`src/rtl/mdu_iter.sv`:
```
// -----------------------------------------------------------------------------
// mdu_iter : iterative RISC-V M-extension multiply/divide unit.
//
// Handles one operand bit per clock: radix-2 shift-add multiply and restoring
// divide. Signed operations work on magnitudes and fix the sign in a single
// FIX cycle at the end. Divide-by-zero and signed overflow are recognised when
// the operation is accepted and complete without iterating.
//
// Handshakes: a transfer happens on a rising edge where valid and ready are
// both high. The producer holds valid_i/mdu_op_i/a_i/b_i until ready_o is seen.
// valid_o/result_o stay stable until ready_i. ready_o and valid_o are pure
// decodes of the state register, with no combinational path from valid_i or
// ready_i.
//
// Ports:
//   clk_i     clock, rising edge
//   rst_ni    asynchronous active-low reset
//   valid_i   operation request valid
//   ready_o   unit idle and able to accept (state == IDLE)
//   mdu_op_i  funct3: 0 MUL 1 MULH 2 MULHSU 3 MULHU 4 DIV 5 DIVU 6 REM 7 REMU
//   a_i       rs1 (multiplicand / dividend)
//   b_i       rs2 (multiplier / divisor)
//   flush_i   synchronous abort; blocks accept while idle
//   valid_o   result_o holds a finished result (state == DONE)
//   ready_i   consumer takes the result
//   result_o  XLEN-bit result
// -----------------------------------------------------------------------------
module mdu_iter #(
   parameter int XLEN  = 32,
   parameter int CNT_W = $clog2(XLEN)
) (
   input  logic            clk_i,
   input  logic            rst_ni,
   input  logic            valid_i,
   output logic            ready_o,
   input  logic [2:0]      mdu_op_i,
   input  logic [XLEN-1:0] a_i,
   input  logic [XLEN-1:0] b_i,
   input  logic            flush_i,
   output logic            valid_o,
   input  logic            ready_i,
   output logic [XLEN-1:0] result_o
);

   typedef enum logic [1:0] {
      S_IDLE = 2'd0,
      S_CALC = 2'd1,
      S_FIX  = 2'd2,
      S_DONE = 2'd3
   } state_t;

   localparam logic [2:0] OP_MUL    = 3'd0;
   localparam logic [2:0] OP_MULH   = 3'd1;
   localparam logic [2:0] OP_MULHSU = 3'd2;
   localparam logic [2:0] OP_MULHU  = 3'd3;
   localparam logic [2:0] OP_DIV    = 3'd4;
   localparam logic [2:0] OP_DIVU   = 3'd5;
   localparam logic [2:0] OP_REM    = 3'd6;
   localparam logic [2:0] OP_REMU   = 3'd7;

   localparam logic [XLEN-1:0] MOST_NEG = {1'b1, {(XLEN-1){1'b0}}};

   state_t              r_state;
   logic [2:0]          r_op;
   logic                r_a_neg;
   logic                r_b_neg;
   logic [CNT_W-1:0]    r_cnt;
   logic [2*XLEN-1:0]   r_acc;     // product accumulator
   logic [XLEN:0]       r_rem;     // partial remainder, one extra bit for trial subtract
   logic [XLEN-1:0]     r_x;       // multiplier (shifts right) / dividend->quotient (shifts left)
   logic [XLEN-1:0]     r_y;       // multiplicand / divisor, fixed during CALC
   logic [XLEN-1:0]     r_result;

   assign ready_o  = (r_state == S_IDLE);
   assign valid_o  = (r_state == S_DONE);
   assign result_o = r_result;

   // ---------------------------------------------------------------- accept
   logic            w_accept;
   logic            w_a_signed;
   logic            w_b_signed;
   logic            w_a_neg;
   logic            w_b_neg;
   logic [XLEN-1:0] w_a_mag;
   logic [XLEN-1:0] w_b_mag;
   logic            w_div_zero;
   logic            w_div_ovf;
   logic [XLEN-1:0] w_special_res;

   assign w_accept   = valid_i & (r_state == S_IDLE) & ~flush_i;
   assign w_a_signed = (mdu_op_i == OP_MULH) | (mdu_op_i == OP_MULHSU) |
                       (mdu_op_i == OP_DIV)  | (mdu_op_i == OP_REM);
   assign w_b_signed = (mdu_op_i == OP_MULH) | (mdu_op_i == OP_DIV) |
                       (mdu_op_i == OP_REM);
   assign w_a_neg    = w_a_signed & a_i[XLEN-1];
   assign w_b_neg    = w_b_signed & b_i[XLEN-1];
   // Negating the most negative value yields itself, which is the correct
   // unsigned magnitude.
   assign w_a_mag    = w_a_neg ? (~a_i + 1'b1) : a_i;
   assign w_b_mag    = w_b_neg ? (~b_i + 1'b1) : b_i;
   assign w_div_zero = mdu_op_i[2] & (b_i == '0);
   assign w_div_ovf  = ((mdu_op_i == OP_DIV) | (mdu_op_i == OP_REM)) &
                       (a_i == MOST_NEG) & (b_i == '1);

   always_comb begin
      w_special_res = '0;
      if (w_div_zero) begin
         w_special_res = mdu_op_i[1] ? a_i : '1;     // REM/REMU : DIV/DIVU
      end else if (w_div_ovf) begin
         w_special_res = mdu_op_i[1] ? '0 : a_i;
      end
   end

   // ------------------------------------------------------------- iteration
   logic [XLEN-1:0] w_addend;
   logic [XLEN:0]   w_sum;
   logic [XLEN:0]   w_trial;
   logic [XLEN:0]   w_diff;
   logic            w_fits;

   assign w_addend = r_x[0] ? r_y : '0;
   assign w_sum    = {1'b0, r_acc[2*XLEN-1:XLEN]} + {1'b0, w_addend};
   assign w_trial  = {r_rem[XLEN-1:0], r_x[XLEN-1]};
   assign w_diff   = w_trial - {1'b0, r_y};
   // Top bit clear means the trial subtraction did not borrow.
   assign w_fits   = ~w_diff[XLEN];

   // ------------------------------------------------------------ sign fixup
   logic              w_neg_res;
   logic [2*XLEN-1:0] w_prod;
   logic [XLEN-1:0]   w_quo;
   logic [XLEN-1:0]   w_rmd;
   logic [XLEN-1:0]   w_fix_res;

   // Unsigned variants captured both signs as 0, so one flag serves all ops.
   assign w_neg_res = r_a_neg ^ r_b_neg;
   assign w_prod    = w_neg_res ? (~r_acc + 1'b1) : r_acc;
   assign w_quo     = w_neg_res ? (~r_x + 1'b1) : r_x;
   assign w_rmd     = r_a_neg ? (~r_rem[XLEN-1:0] + 1'b1) : r_rem[XLEN-1:0];

   always_comb begin
      w_fix_res = '0;
      case (r_op)
         OP_MUL:                       w_fix_res = w_prod[XLEN-1:0];
         OP_MULH, OP_MULHSU, OP_MULHU: w_fix_res = w_prod[2*XLEN-1:XLEN];
         OP_DIV, OP_DIVU:              w_fix_res = w_quo;
         OP_REM, OP_REMU:              w_fix_res = w_rmd;
         default:                      w_fix_res = '0;
      endcase
   end

   // ------------------------------------------------------------------- FSM
   always_ff @(posedge clk_i or negedge rst_ni) begin
      if (!rst_ni) begin
         r_state  <= S_IDLE;
         r_op     <= '0;
         r_a_neg  <= 1'b0;
         r_b_neg  <= 1'b0;
         r_cnt    <= '0;
         r_acc    <= '0;
         r_rem    <= '0;
         r_x      <= '0;
         r_y      <= '0;
         r_result <= '0;
      end else begin
         case (r_state)
            S_IDLE: begin
               if (w_accept) begin
                  r_op    <= mdu_op_i;
                  r_a_neg <= w_a_neg;
                  r_b_neg <= w_b_neg;
                  r_cnt   <= CNT_W'(XLEN-1);
                  r_acc   <= '0;
                  r_rem   <= '0;
                  if (mdu_op_i[2]) begin
                     r_x <= w_a_mag;
                     r_y <= w_b_mag;
                  end else begin
                     r_x <= w_b_mag;
                     r_y <= w_a_mag;
                  end
                  if (w_div_zero | w_div_ovf) begin
                     r_result <= w_special_res;
                     r_state  <= S_DONE;
                  end else begin
                     r_state  <= S_CALC;
                  end
               end
            end

            S_CALC: begin
               if (flush_i) begin
                  r_state <= S_IDLE;
               end else begin
                  if (r_op[2]) begin
                     r_rem <= w_fits ? w_diff : w_trial;
                     r_x   <= {r_x[XLEN-2:0], w_fits};
                  end else begin
                     // Sum lands in the top half; product bits shift down.
                     r_acc <= {w_sum, r_acc[XLEN-1:1]};
                     r_x   <= {1'b0, r_x[XLEN-1:1]};
                  end
                  if (r_cnt == '0) begin
                     r_state <= S_FIX;
                  end else begin
                     r_cnt <= r_cnt - 1'b1;
                  end
               end
            end

            S_FIX: begin
               if (flush_i) begin
                  r_state <= S_IDLE;
               end else begin
                  r_result <= w_fix_res;
                  r_state  <= S_DONE;
               end
            end

            S_DONE: begin
               if (flush_i || ready_i) begin
                  r_state <= S_IDLE;
               end
            end

            default: r_state <= S_IDLE;
         endcase
      end
   end

endmodule

```
`config.mk`:
```
export PLATFORM = sky130hd
export DESIGN_NAME = mdu_iter
export DESIGN_NICKNAME = d
export VERILOG_FILES = /design/src/rtl/mdu_iter.sv
export SDC_FILE = /design/constraint.sdc
export NUM_CORES = 1
export LEC_CHECK = 0
export ABC_AREA = 1
export CELL_PAD_IN_SITES_DETAIL_PLACEMENT = 0
export CELL_PAD_IN_SITES_GLOBAL_PLACEMENT = 2
export CORE_MARGIN = 3
export CORE_UTILIZATION = 33
export CTS_CLUSTER_DIAMETER = 200
export DETAILED_ROUTE_END_ITERATION = 10
export PLACE_DENSITY_LB_ADDON = 0.1
export SKIP_LAST_GASP = 1
export SLEW_MARGIN = 5
export SYNTH_ARGS = -nofsm -noshare
export SYNTH_HDL_FRONTEND = slang
export SYNTH_SLANG_ARGS = --single-unit
```
`constraint.sdc`:
```
create_clock -name clk_i -period 3.4 [get_ports clk_i]
set_clock_uncertainty 0.2 [all_clocks]
set_input_delay 0.85 -clock clk_i [delete_from_list [all_inputs] [get_ports clk_i]]
set_output_delay 0.85 -clock clk_i [all_outputs]
set_load 0.03 [all_outputs]
```
# --- After elaboration in Yosys (flattened, before gate mapping) ---
# Cells that the tools add are included.
word_totals:
  in_bits: 72
  out_inout_bits: 34
  ff_bits: 204
  wordCells: 123
classes:
  muxes: 41
  reduce_logical: 17
  add_sub_neg: 8
  eq_ne: 25
  bitwise: 22
op_table:
  columns: ["op", "n"]
  rows:
  - ["$mux 32", 21]
  - ["$mux 64", 4]
  - ["$pmux 32 s2", 3]
  - ["$add 32x1->32 const B", 4]
  - ["$not 32->32", 4]
  - ["$pmux 32 s4", 1]
  - ["$pmux 64 s2", 1]
  - ["$add 64x1->64 const B", 1]
  - ["$eq 32x32->1 const B", 2]
  - ["$not 64->64", 1]
  - ["$add 32x32->33", 1]
  - ["$sub 33x32->33", 1]
  - ["$logic_not 32->1", 1]
  - ["$eq 3x3->1 const B", 6]
  - ["$reduce_and 4->1", 4]
  - ["$mux 5", 3]
  - ["$mux 2", 6]
  - ["$ne 2x2->1 const B", 5]
  - ["$pmux 5 s2", 1]
  - ["$eq 3x2->1 const B", 3]
  - ["$pmux 2 s4", 1]
  - ["$and 1x1->1", 7]
  - ["$or 1x1->1", 7]
  - ["$eq 3x1->1 const B", 2]
  - ["other kinds (16)", 23]

# --- Depth between registers and ports, before layout ---
# Gate-level depths: netlist (run 1).
depth:
  ltp_word: 9
  depth_mapped: 20
  ltp_nobuf: 18

# --- Worst setup path before layout (run 1) ---
# No wires, ideal clock.
synth_path:
  kind: "reg2reg"
  startpoint: "register r_x[0]"
  endpoint: "register r_acc[61]"
  period_less_slack_ps: 2756
  required_time_ps: 3078
  path_buffers: 2
  stages_incl_launch_ff: 16
  setup_time_ps: 122
  arrival_ps: 2434
  path_slack_ps: 644
  path_cell_list: "dfrtp_1 > buf_6 > clkbuf_1 > nand2_1 > inv_1 > ha_1 > inv_1 > fa_1 > inv_1 > nand3_1 > nand2_1 > a21boi_0 > o21ai_0 > nand3_1 > a21oi_1 > o21ai_1"
synth_via:
  elab_chain_len: 5
synth_lines:
  columns: ["item", "line_no", "source"]
  rows:
  - ["start, declared", "70", "logic [XLEN-1:0] r_x;"]
  - ["start signal, assigned", "176", "r_x <= w_a_mag;"]
  - ["start signal, assigned", "179", "r_x <= w_b_mag;"]
  - ["start signal, assigned", "197", "r_x <= {r_x[XLEN-2:0], w_fits};"]
  - ["$mux 32", "121", "assign w_addend = r_x[0] ? r_y : '0;"]
  - ["$add 32x32->33", "122", "assign w_sum = {1'b0, r_acc[2*XLEN-1:XLEN]} + {1'b0, w_addend};"]
  - ["$mux 64", "195", "if (r_op[2]) begin"]
  - ["$mux 64", "192", "if (flush_i) begin"]
  - ["$pmux 64 s2", "166", "case (r_state)"]
  - ["end signal, assigned", "200", "r_acc <= {w_sum, r_acc[XLEN-1:1]};"]
  - ["end, declared", "68", "logic [2*XLEN-1:0] r_acc;"]
# No other way between the ends. The select of a mux whose other input is x is not followed.
# A chain may end at the register's enable or synchronous reset.

# --- Worst setup path in the final report (run 1) ---
layout_path:
  startpoint: "register r_y[25]"
  endpoint: "register r_rem[5]"
layout_via:
  elab_chain_len: 5
layout_lines:
  columns: ["item", "line_no", "source"]
  rows:
  - ["start, declared", "71", "logic [XLEN-1:0] r_y;"]
  - ["start signal, assigned", "177", "r_y <= w_b_mag;"]
  - ["start signal, assigned", "180", "r_y <= w_a_mag;"]
  - ["$sub 33x32->33", "124", "assign w_diff = w_trial - {1'b0, r_y};"]
  - ["$mux 32", "196", "r_rem <= w_fits ? w_diff : w_trial;"]
  - ["$mux 32", "195", null]
  - ["$mux 32", "192", null]
  - ["$pmux 32 s2", "166", null]
  - ["end signal, assigned", "196", null]
  - ["end, declared", "69", "logic [XLEN:0] r_rem;"]
# No other way between the ends. The select of a mux whose other input is x is not followed.

==> flow_metrics.py, run 1 <==
metrics = {
    "die": {
        "die-area_um2": 68300,
        "fp.dieH_um": 261.3,
        "num_io_pins": 106,
        "start_util": 0.3374,
        "die_width_um": 261.3,
        "rows": 92,
        "coreArea_um2": 63770,
    },
    "power_and_ir_drop": {
        "leakagePower_nw": 13.39,
        "seqPwrFrac": 0.208,
        "p_sw_frac": 0.5523,
        "clock_power_share": 0.159,
        "vdd_drop_max_uv": 452.7,
        "intPower_mw": 9.609,
        "power_frac_comb": 0.633,
        "p_switching_mw": 11.86,
        "power_density_nw_per_um2": 842.6,
    },
    "setup_path": {
        "worst-setup-path-type": "flip-flop to flip-flop",
        "cp_slowest_cell": "dfrtp_2",
        "crit_path_start_kind": "flip-flop",
        "end_kind": "flip-flop",
        "path_cells": "inv_1, ha_1, a21oi_1, nor2_1, o21ai_0, nand2_1, a21oi_1, nand3_1, nand2_4, buf_12, nand2_1, nand3_1, nand2_1",
        "arrival_ps": 3430,
        "path_buf_inv": 2,
        "required_ps": 3650,
        "path_delay_family": "compound AO/OA/AOI/OAI gates",
        "path_common_cell": "nand2_1",
        "max_stage_delay_ps": 500,
        "cp_max_fo": 33,
    },
    "timing": {
        "setup_ws_ps": 224.9,
        "grt_setup_unrepaired": "false",
        "fin_crit_sh": 0.9339,
        "setup_viol": 0,
        "drv_slew": 0,
        "worst_pin_slew_ps": 883.7,
        "hold_viol_final": 0,
        "final.setup.tns_ps": 0,
        "max-slew-margin-rel": 0.4047,
        "fin_crit_ps": 3175,
        "max_clock_freq_mhz": 315.0,
    },
    "clock_network": {
        "cts_max_level": 1,
        "cts_buffers": 28,
        "clk_pin_slew_ps": 60,
        "ctsHoldBuffers": 0,
        "cts_buffer_depth": 3,
        "cts-root-buf": "clkbuf_16",
        "clock-sinks": 204,
        "cts_tree": "yes",
        "clock_latency_ps": 590,
    },
    "yosys": {
        "async_flop_share": 1.000,
        "synth_nets": 3858,
        "synth_ff_type": "dfrtp_1",
        "ys_warn_count": 0,
        "yosysSeqAreaShare": 0.2373,
        "yosys.cell_types.count": 51,
        "synth_area_um2": 21510,
        "syn_inst": 3712,
        "synth_edf_count": 0,
        "avgSynthCellArea_um2": 5.796,
        "ys_seq_elements": 204,
    },
    "layout": {
        "final_cell_mix": "nand2_1, inv_1, nor2_1, nand3_1, dfrtp_1",
        "final_area_um2": 25480,
        "nFillCells": 7198,
        "antenna_cells": 0,
        "layout_commonest_cell": "nand2_1",
        "fin_cells": 4764,
        "layout-area-overhead-vs-synth_pct": 18.41,
        "drive_gt1_frac": 0.07300,
        "final_nets": 4042,
    },
    "placement": {
        "hpwl_um": 90810,
        "gp_congestion": 0.9830,
        "dp_cells": 4712,
        "placed_cell_area_um2": 24410,
        "preCtsSetupSlack_ps": -87.45,
        "io_buffers": 105,
    },
    "detailed_routing": {
        "via_per_inst": 5.429,
        "first_iter_violations": 2577,
        "wire_per_inst_um": 22.89,
        "routed_wl_um": 109000,
        "drc_errors": 0,
        "ant_nets": 0,
        "dr_total_vias": 25870,
        "drt-pass1-iter-count": 7,
    },
    "worst_hold_path": {
        "worst_hold_path_type": "primary input to async pin",
    },
    "job": {
        "max-cap-violations": 0,
    },
    "grt": {
        "overflow": 0,
        "first_global_vias": 24230,
        "grt_max_degree": 71,
        "grt_first_pass_wirelength_um": 158500,
        "antenna_found_initial": 4,
        "track_usage": 0.3100,
    },
    "outcome": {
        "run_status": "finished, final reports clean",
    },
}
final cells by class:
type | instances | area (µm²) | area share
multi-input cells | 2932 | 14090 | 0.5533
flip-flops and latches | 204 | 5106 | 0.2004
repair buffers | 271 | 2434 | 0.09553
inverters | 459 | 1723 | 0.06763
well taps | 846 | 1059 | 0.04155
clock buffers | 39 | 833.3 | 0.03271
clock inverters | 13 | 226.5 | 0.008890
power groups by stage:
stage | sequential, mW | clock, mW | combinational (mW)
global placement | 4.45 | 0 | 13.3
CTS | 4.42 | 3.44 | 13.4
floorplan | 4.20 | 0 | 8.39
detailed placement | 4.45 | 0 | 13.4
finish | 4.47 | 3.41 | 13.6
global route | 4.52 | 3.53 | 15.0
synth_stat cells, types with 3 or more instances:
master / number / share of area
a211o_1: 3 / 0.0012
or2_2: 3 / 0.00087
nand3_2: 5 / 0.0023
nor2_2: 15 / 0.0044
a21o_1: 8 / 0.0028
buf_1: 3 / 0.00052
xor2_1: 23 / 0.0094
nand2_1: 1226 / 0.21
o21ai_0: 197 / 0.046
o211ai_1: 34 / 0.012
a22oi_1: 20 / 0.0070
a21oi_1: 175 / 0.041
nor2_4: 8 / 0.0042
buf_4: 13 / 0.0045
ha_1: 72 / 0.042
nand2_2: 8 / 0.0023
o21bai_1: 7 / 0.0024
o22ai_1: 38 / 0.011
o21ai_1: 14 / 0.0033
a31oi_1: 4 / 0.0012
o221ai_1: 4 / 0.0016
a21boi_0: 5 / 0.0017
clkbuf_1: 57 / 0.0099
buf_2: 31 / 0.0072
buf_6: 11 / 0.0058
nand3_1: 433 / 0.10
dfrtp_1: 204 / 0.24
nand3b_1: 25 / 0.0087
inv_2: 14 / 0.0024
a221oi_1: 32 / 0.013
nand4_1: 58 / 0.017
inv_1: 443 / 0.077
nor2_1: 438 / 0.076
nor3_1: 35 / 0.0081
xnor2_1: 22 / 0.0090
what timing repair did:
item                                    in CTS  in global routing
buffers inserted                             0                  0
gates resized for setup                      0                  1
endpoints found under the setup margin       0                  4
metrics by stage:
stage / hold slack (ps) / utilization / power (mW)
2_1_floorplan: 254.0 / - / 12.58
3_3_place_gp: 271.2 / 0.3828 / 17.78
3_5_place_dp: 270.3 / 0.3828 / 17.81
4_1_cts: 109.2 / 0.3995 / 21.27
5_1_grt: 144.5 / 0.3995 / 23.02
6_report: 88.76 / 0.3995 / 21.47
cell families after synthesis:
family,after synthesis,synth area share
fa+ha+maj,74,0.04373
buf+inv,576,0.1090
xor+xnor,45,0.01832
compound gates,548,0.1464
flops,204,0.2373
simple gates,2265,0.4453
worst paths after layout:
kind / slack [ps] / end / startpoint / cells after the start
max: 220 / r_rem[5] / r_y[25] / 13
min: 90 / r_acc[60] / rst_ni / 1
max reg2reg: 220 / r_rem[5] / r_y[25] / 13
min reg2reg: 280 / result_o[8] / result_o[8] / 2
max in group asynchronous: 2050 / r_y[10] / rst_ni / 2
min in group clk_i: 280 / result_o[8] / result_o[8] / 2
worst reg2reg max path: stages, from the launching register on:
cell,delay [ps]
dfrtp_2,500
inv_1,280
ha_1,380
a21oi_1,320
nor2_1,90
o21ai_0,150
nand2_1,60
a21oi_1,300
nand3_1,190
nand2_4,110
buf_12,190
nand2_1,140
nand3_1,100
nand2_1,60
flip-flops by register name (all words and copies together) (netlist names):
name and count:
r_rem 32, r_y 32, r_acc 64, r_x 32, r_state 2, r_a_neg 1, result_o 32, r_op 3
r_b_neg 1, r_cnt 5
metal layers:
layer  track usage  wire, µm
met4       0.09778      3860
met1        0.4365     49490
met2        0.5007     49440
met3       0.02853      6242
met5             0        13
Power figures use the tool's default switching activity.
==> inputs of run 2 (changes only) <==
Settings changed: CTS_BUF_LIST from default to sky130_fd_sc_hd__clkbuf_8 sky130_fd_sc_hd__clkbuf_16.
==> flow_metrics.py, run 2 (synthesized netlist as in run 1, its figures left out) <==
metrics = {
    "setup_path": {
        "worst-setup-path-type": "flip-flop to flip-flop",
        "r2r_end": "r_rem[4]",
        "max_stage_delay_ps": 500,
        "reg2reg_slack_ps": 230,
        "cp_slowest_cell": "dfrtp_2",
        "crit_path_start_kind": "flip-flop",
        "required_ps": 3650,
        "cp_max_fo": 33,
        "reg2reg_from": "r_y[25]",
        "worstSetupEndpoint": "r_rem[4]",
        "end_kind": "flip-flop",
        "arrival_ps": 3430,
        "path_cells": "inv_1, ha_1, a21oi_1, nor2_1, o21ai_0, nand2_1, a21oi_1, nand3_1, nand2_4, buf_12, nand2_1, nand3_1, nand2_1",
        "cp-startpoint": "r_y[25]",
        "path_common_cell": "nand2_1",
        "rr_worst_depth": 13,
    },
    "die": {
        "fp.dieH_um": 261.3,
        "die_width_um": 261.3,
        "coreArea_um2": 63770,
        "num_io_pins": 106,
        "die-area_um2": 68300,
        "start_util": 0.3374,
        "rows": 92,
    },
    "placement": {
        "io_buffers": 105,
        "gp_congestion": 0.9830,
        "dp_cells": 4712,
        "hpwl_um": 90810,
    },
    "grt": {
        "grt_max_degree": 71,
        "antenna_found_initial": 4,
        "met3_usage": 0.02853,
        "grt_first_pass_wirelength_um": 158500,
        "met2_usage": 0.5007,
        "overflow": 0,
        "track_usage": 0.3100,
        "use_met1": 0.4365,
        "top_usage_layer": "met2",
        "first_global_vias": 24230,
    },
    "layout": {
        "fin_cells": 4764,
        "drive_gt1_frac": 0.07300,
        "multi_input_area_um2": 14090,
        "layout-area-overhead-vs-synth_pct": 18.41,
        "regMostFlops": "r_acc",
        "regArea_um2": 5106,
        "final_cell_mix": "nand2_1, inv_1, nor2_1, nand3_1, dfrtp_1",
        "nFillCells": 7198,
        "largest_reg_flops": 64,
        "final_nets": 4042,
        "layout_commonest_cell": "nand2_1",
        "antenna_cells": 0,
    },
    "job": {
        "max-cap-violations": 0,
    },
    "timing": {
        "max-slew-margin-rel": 0.4047,
        "worst_pin_slew_ps": 883.7,
        "final.setup.tns_ps": 0,
        "fin_crit_sh": 0.9327,
        "fin_crit_ps": 3171,
        "hold_viol_final": 0,
        "grt_setup_unrepaired": "false",
        "max_clock_freq_mhz": 315.4,
        "drv_slew": 0,
        "setup_viol": 0,
    },
    "detailed_routing": {
        "dr_total_vias": 25810,
        "ant_nets": 0,
        "via_per_inst": 5.418,
        "routed_wl_um": 109100,
        "first_iter_violations": 2578,
        "wire_per_inst_um": 22.90,
        "drt-pass1-iter-count": 7,
        "drc_errors": 0,
    },
    "power_and_ir_drop": {
        "p_total_mw": 21.46,
        "vdd_drop_max_uv": 452.5,
        "leakagePower_nw": 13.40,
        "power_density_nw_per_um2": 842.4,
    },
    "clock_network": {
        "ctsHoldBuffers": 0,
        "clock_latency_ps": 590,
        "cts_buffer_depth": 3,
        "cts_tree": "yes",
        "clock-sinks": 204,
        "cts_buffers": 28,
        "cts-root-buf": "clkbuf_16",
        "clk_pin_slew_ps": 60,
        "cts_max_level": 1,
    },
    "worst_hold_path": {
        "worst_hold_path_type": "primary input to async pin",
    },
    "outcome": {
        "run_status": "finished, final reports clean",
    },
}
run 2: routing by layer:
metal | routed length (µm) | vias to the layer above | share of wire
met4 | 3782 | 2 | 0.035
met3 | 6039 | 130 | 0.055
met1 | 49710 | 12280 | 0.46
met5 | 13 | - | 0.00012
met2 | 49530 | 912 | 0.45
li1 | - | 12490 | -
run 2: final cells by class:
| type | count | area share |
|---|---|---|
| Clock inverter | 16 | 0.009332 |
| Clock buffer | 36 | 0.03227 |
| Inverter | 459 | 0.06763 |
| Timing Repair Buffer | 271 | 0.09553 |
| Tap cell | 846 | 0.04155 |
| Multi-Input combinational cell | 2932 | 0.5533 |
| Sequential cell | 204 | 0.2004 |
run 2: worst min-delay path by stage:
| stage | startpoint | end | depth (start not counted) |
|---|---|---|---|
| 6_report | rst_ni | r_acc[60] | 1 |
| 5_1_grt | rst_ni | r_acc[48] | 1 |
| 4_1_cts | rst_ni | r_acc[60] | 1 |
| 3_5_place_dp | result_o[2] | result_o[2] | 2 |
| 3_3_place_gp | result_o[26] | result_o[26] | 2 |
| 2_1_floorplan | r_op[0] | r_op[0] | 2 |
run 2: power by group:
part           total [mW]  switching [mW]  leakage [nW]  internal (mW)
registers            4.47            1.25          2.66           3.21
logic                13.6            9.35          10.2           4.24
clock network        3.40            1.25         0.525           2.15
run 2: repair_timing:
action	in CTS	in global routing
resized for setup	0	1
setup endpoints to repair	0	4
setup buffers	0	0
run 2: through the flow:
step	hold slack (ps)	worst slack, ps	utilization	area [µm²]
2_1_floorplan	254.0	643.7	-	21510
3_3_place_gp	271.2	-98.78	0.3828	24410
3_5_place_dp	270.3	-87.45	0.3828	24410
4_1_cts	109.2	136.6	0.3995	25470
5_1_grt	144.5	124.1	0.3995	25480
6_report	90.01	229.0	0.3995	25480
run 2: worst max-delay path: cells and delay by family (launching register included):
kind / cells / cell delay, ps
and+or+nand+nor: 7 / 730
buffers and inverters: 2 / 470
adders and majority gates: 1 / 380
DFF: 1 / 500
AOI/OAI and AO/OA: 3 / 770
